$ cat src/rtl/data_fifo.sv
// data_fifo: parametrised synchronous FIFO with valid/ready handshakes on
// both sides, first-word fall-through output and a registered occupancy count.
// Optional feature: define DATA_FIFO_ALMOST_FULL_EN to add almost_full_o,
// asserted while the stored word count is at or above AF_THRESHOLD.
module data_fifo #(
  parameter int unsigned WIDTH        = 32,
  parameter int unsigned DEPTH        = 8,
  parameter int unsigned AF_THRESHOLD = 6
) (
  input  logic                         clk_i,
  input  logic                         rst_ni,
  input  logic                         valid_i,
  output logic                         ready_o,
  input  logic [WIDTH-1:0]             data_i,
  output logic                         valid_o,
  input  logic                         ready_i,
  output logic [WIDTH-1:0]             data_o,
  output logic [$clog2(DEPTH+1)-1:0]   level_o
`ifdef DATA_FIFO_ALMOST_FULL_EN
  ,
  output logic                         almost_full_o
`endif
);

  localparam int unsigned PTR_W = $clog2(DEPTH);
  localparam int unsigned CNT_W = $clog2(DEPTH+1);

  if (DEPTH < 2) begin : g_depth_check
    $error("data_fifo: DEPTH must be at least 2");
  end

  if (WIDTH < 1) begin : g_width_check
    $error("data_fifo: WIDTH must be at least 1");
  end

`ifdef DATA_FIFO_ALMOST_FULL_EN
  if (AF_THRESHOLD < 1 || AF_THRESHOLD > DEPTH) begin : g_af_check
    $error("data_fifo: AF_THRESHOLD must lie in 1..DEPTH");
  end
`endif

  logic [WIDTH-1:0] mem_q [DEPTH];
  logic [PTR_W-1:0] wr_ptr_q, wr_ptr_d;
  logic [PTR_W-1:0] rd_ptr_q, rd_ptr_d;
  logic [CNT_W-1:0] count_q, count_d;
  logic             push, pop;

  // Handshake flags and outputs depend only on registered state.
  always_comb begin
    ready_o = (count_q != CNT_W'(DEPTH));
    valid_o = (count_q != '0);
    level_o = count_q;
    data_o  = valid_o ? mem_q[rd_ptr_q] : '0;
    push    = valid_i & ready_o;
    pop     = valid_o & ready_i;
  end

`ifdef DATA_FIFO_ALMOST_FULL_EN
  // Almost-full level taken from the registered count.
  always_comb begin
    almost_full_o = (count_q >= CNT_W'(AF_THRESHOLD));
  end
`endif

  // Next-state pointers and count; pointers wrap explicitly at DEPTH-1.
  always_comb begin
    wr_ptr_d = wr_ptr_q;
    rd_ptr_d = rd_ptr_q;
    count_d  = count_q;
    if (push) begin
      wr_ptr_d = (wr_ptr_q == PTR_W'(DEPTH-1)) ? '0 : wr_ptr_q + PTR_W'(1);
    end
    if (pop) begin
      rd_ptr_d = (rd_ptr_q == PTR_W'(DEPTH-1)) ? '0 : rd_ptr_q + PTR_W'(1);
    end
    if (push && !pop) begin
      count_d = count_q + CNT_W'(1);
    end else if (pop && !push) begin
      count_d = count_q - CNT_W'(1);
    end
  end

  // Pointer and count registers with synchronous active-low reset.
  always_ff @(posedge clk_i) begin
    if (!rst_ni) begin
      wr_ptr_q <= '0;
      rd_ptr_q <= '0;
      count_q  <= '0;
    end else begin
      wr_ptr_q <= wr_ptr_d;
      rd_ptr_q <= rd_ptr_d;
      count_q  <= count_d;
    end
  end

  // Storage write; contents are left untouched by reset.
  always_ff @(posedge clk_i) begin
    if (rst_ni && push) begin
      mem_q[wr_ptr_q] <= data_i;
    end
  end

endmodule
$ cat config.mk
export PLATFORM = sky130hd
export DESIGN_NAME = data_fifo
export DESIGN_NICKNAME = d
export VERILOG_FILES = /design/src/rtl/data_fifo.sv
export SDC_FILE = /design/constraint.sdc
export NUM_CORES = 1
export LEC_CHECK = 0
export BUFFER_PORTS_ARGS = -buffer_cell sky130_fd_sc_hd__buf_2
export CAP_MARGIN = 30
export CORE_MARGIN = 1
export CORE_UTILIZATION = 56
export CTS_BUF_LIST = sky130_fd_sc_hd__clkbuf_8
export DETAILED_ROUTE_END_ITERATION = 8
export GPL_ROUTABILITY_DRIVEN = 0
export PLACE_DENSITY = 0.77
export SYNTH_ARGS = -nofsm -noshare
export SYNTH_HDL_FRONTEND = slang
export SYNTH_SLANG_ARGS = --single-unit
$ cat constraint.sdc
create_clock -name clk_i -period 3.4 [get_ports clk_i]
set_input_delay 0.51 -clock clk_i [delete_from_list [all_inputs] [get_ports clk_i]]
set_output_delay 0.51 -clock clk_i [all_outputs]
set_load 0.01 [all_outputs]
# After elaboration in Yosys (flattened, before gate mapping)
# Memories as Yosys holds them, arrays and structs flattened. A register that Yosys moved wholly into a read port is not among the register bits.
# Index checks and enable logic that the tools add are counted.
# word_totals
ff_bits	10
mem_bits_rw	256
in_bits	36
elab_cells	29
mem_count	1
# mem_list
memory	words	word_bits	read_ports	rd_clocked_by_memory_dff	write_ports	line	text
mem_q	8	32	1	1	1	42	logic [WIDTH-1:0] mem_q [DEPTH];
# op_classes
n_addsub	4
n_eq_ne	3
n_mux	9
n_bitwise	2
reduce_logical	7
# op_table
operator	n
32-bit two-way mux	1
3-bit two-way mux	4
4-bit two-way mux	2
3-bit by 1-bit adder with 3-bit output (second input constant)	2
3-bit equality test (second input constant)	2
4-bit by 1-bit adder with 4-bit output (second input constant)	1
4-bit != test (second input constant)	1
4-bit nonzero test	1
4-bit by 1-bit subtractor with 4-bit output (second input constant)	1
1-bit logical AND	3
1-bit AND	2
1-bit zero test	2
1-bit two-way mux	2
2-bit nonzero test	1

# Longest topological paths before layout
# depth
word_depth	6
mapped_depth	10
ltp_nobuf	10

# Worst setup path after synthesis
# No wires, ideal clock.
# synth_path
path_type	reg2reg
from	register count_q[0], in the netlist level_o[0]
to	memory mem_q[0][0], enable pin
setup_ps	461
arrival_time_ps	3217
slack_ps	-278
path_stages_with_launch	6
path_cell_list	dfxtp_1 or4b_4 nand2_2 inv_2 nand3b_2 nor3_1
# synth_via
elab_chain_len	5
# synth_rtl
item	line	text
start: declaration	45	logic [CNT_W-1:0] count_q, count_d;
start signal: assignment	92	count_q <= count_d;
4-bit != test	50	ready_o = (count_q != CNT_W'(DEPTH));
via ready_o	13	output logic ready_o,
1-bit AND	54	push = valid_i & ready_o;
via push	46	logic push, pop;
1-bit logical AND	98	if (rst_ni && push) begin
1-bit two-way mux	98	
1-bit two-way mux (not written as such)	99	mem_q[wr_ptr_q] <= data_i;
end: declaration	42	
# The timed path passes the listed nets, and every way through them passes these cells.

==> impl_results.md <==
* Net Count, Synth at 524
* GRT Residual Overflow at 0
* Worst Skew at 0.0107 ns
* Clk sinks at 269
* Residual DRC at 2
* Worst skew pair latency at 0.53 ns
* Hold Path Depth at 1
* Synth Flop Type: edfxtp_1
* Hold Startpoint: data_i[24]
* Die H at 139 um
* Slew Limit Fails at 0
* Cell Rows at 49
* Synth Area in Compound Gates at 0.00514
* Max Cap Viol at 0
* Distinct cells, synth at 36
* Cts hold-fix bufs at 0
* Xor/xnor share of the synthesized area at 0.00167
* Worst R2R Start: level_o[0]
* Gr usage total at 0.209
* Startpoint Class: flop
* Synth top area share at 0.735
* Max H-tree Level at 2
* Final worst path period share at 0.879
* CP Max Fanout at 24
* First-pass GRT wire length at 29,700 um
* Synth Area per Inst at 21.8 sq um
* Post-synth top area cell: edfxtp_1
* Final Hold Viols at 0
* R2r setup slk at 0.78 ns
* Ys Warns at 0
* Outcome: complete, but fails checks
* CTS Buf Count at 42
* WL/cell at 22.7 um
* Worst EP arrival at 2.48 ns
* Clock Tree Root: clkbuf_8
* Most frequent cells after synthesis: edfxtp_1 (256), mux4_2 (63), nor2_1 (39)
* Max IR drop VDD at 428 uV
* Worst Tran Pin Value at 0.888 ns
* Crit path kind: reg2out
* # port buffers at 73
* CTS tree: done
* Initial DRT Pass Iterations at 6
* Hold endpoint: mem_q[6][24]
* Cell with the most instances after synthesis: edfxtp_1
* Synth Register Bits at 269
* Number of antenna violations at the first check in global routing at 2
* Vias at 4,968
* Multiplexer share of the synthesized area at 0.173
* Antenna cells at 0
* Pin count of the biggest net entering global routing at 33
* Core footprint at 18,100 sq um
* Total die area at 19,200 sq um
* Cell count after synthesis at 480
* Post-synthesis sequential area ratio at 0.760
* Rel. slew slack at 0.406
* Pwr dens at 697 nW/um^2
* Simple-gate share of the synthesized area at 0.0316
* Min-delay worst type: in2reg
* Detail Route Antenna Nets at 0
* First DRT Iteration DRCs at 323
* Fraction of registers with async set/reset at 0
* R2R depth at 6
* Post-synthesis cell area at 10,500 sq um
* # resized after CTS at 0
* Vias in the first global route at 5,254
* Setup TNS at 0 ns
* Via-to-Cell Ratio at 5.84
* Fraction of layout cells with a size suffix above 1 at 0.361
* Setup violations, final at 0
* Largest family of logic cells by synthesized area: multiplexers
* Clk pin slew, worst setup/hold paths at 0.06 ns
* # nets final at 636
* Fmax at 335 MHz
* Initial core utilization at 0.577
* # IOs at 74
* Reg2Reg Capture Point: mem_q[0][1]
* Failing checks: design-rule violations
* Min Tclk post-route at 2.99 ns
* Area Growth Syn to Fin at 14.6%
* Die X at 139 um
* DP Wirelength at 11,200 um
* Worst path required time at 2.89 ns
* Final Hold Slack at 0.241 ns
* Ranking of synthesized cells by area: edfxtp_1 (73%), mux4_2 (14%), mux2i_1 (3.4%)
* CTS Buffer Depth at 3
* Synth Area in Adders at 0.0103
* Post-synth EDFFs at 256
* Total wire length at 19,300 um
* Unrepaired setup endpoints after global routing: false
* Pleak at 3.92 nW
* Critical Path End Type: output port
* Number of post-CTS setup repair buffers at 0
[worst max-delay path: stages, from the launching register on]
cell,delay (ns)
dfxtp_4,0.69
buf_12,0.27
mux4_2,0.53
mux2i_1,0.19
nor2_1,0.08
buf_2,0.17
[per-layer routing]
layer  up-vias  track usage  routed length [um]
met2       169        0.357                9980
met1      2565        0.268                7830
li1       2196            -                   -
met3        36       0.0452                1140
met4         2       0.0719                 357
met5         -            0                   8
[area by class of cell]
type | count | area (sq um)
clock buffer | 45 | 619
clock inverter | 28 | 146
fill | 1201 | 6160
inverter | 3 | 11.3
multi-input combinational | 185 | 2380
sequential | 269 | 7950
tap | 229 | 287
timing repair buffer | 91 | 588
[metrics by stage]
stage               setup WS (ns)  total power [mW]   util  cells  cell area, sq um
floorplan                   0.589              5.32      -    480             10500
global placement            0.841              5.91  0.618    777             11200
detailed placement          0.766              5.98  0.618    777             11200
CTS                         0.342              8.45  0.661    850             12000
global route                0.238              8.73  0.661    850             12000
finish                      0.412              8.36  0.661    850             12000
[registers in the layout, summed over array words and instances (netlist names), named ones only]
signal	flops
wr_ptr_q	3
mem_q	256
level_o	4
rd_ptr_q	3
[placed cells by master, fill, tap and decap left out, types with 2 or more instances in the layout]
cell type and count:
nand2_2 2, clkbuf_8 45, buf_4 11, edfxtp_1 256, dfxtp_2 2, nand2_1 8, mux4_2 63, buf_12 7
a21boi_1 3, inv_1 9, and2_1 2, nor3_4 2, mux2i_1 36, xnor2_1 2, inv_2 2, nor2b_1 3
nor2_4 6, or3_1 2, nor2_1 33, ha_1 7, clkinv_2 3, dfxtp_1 10, clkinv_1 14, nand2b_1 3
buf_2 73
[cell families after synthesis]
kind of cell / Yosys count
AOI/OAI and AO/OA: 8
muxes: 100
buffers and inverters: 26
adders and majority gates: 8
and+or+nand+nor: 67
DFF: 269
xor gates and xnor gates: 2
[report_power, final]
| group | leakage (nW) | internal (mW) | switching [mW] |
|---|---|---|---|
| Sequential | 2.42 | 3.76 | 0.166 |
| Combinational | 1.08 | 0.923 | 1.03 |
| Clock | 0.420 | 1.30 | 1.18 |
[worst max-delay path by stage]
stage          startpoint          end  slack, ns  cells past startpoint
4_1_cts              flop   data_o[21]       0.34                      5
3_5_place_dp   level_o[0]  mem_q[0][7]       0.77                      6
2_1_floorplan  level_o[0]  mem_q[7][0]       0.59                      5
3_3_place_gp   level_o[0]  mem_q[0][7]       0.84                      6
5_1_grt              flop   data_o[12]       0.24                      5
6_report             flop   data_o[21]       0.41                      5
Power figures use the tool's default switching activity.
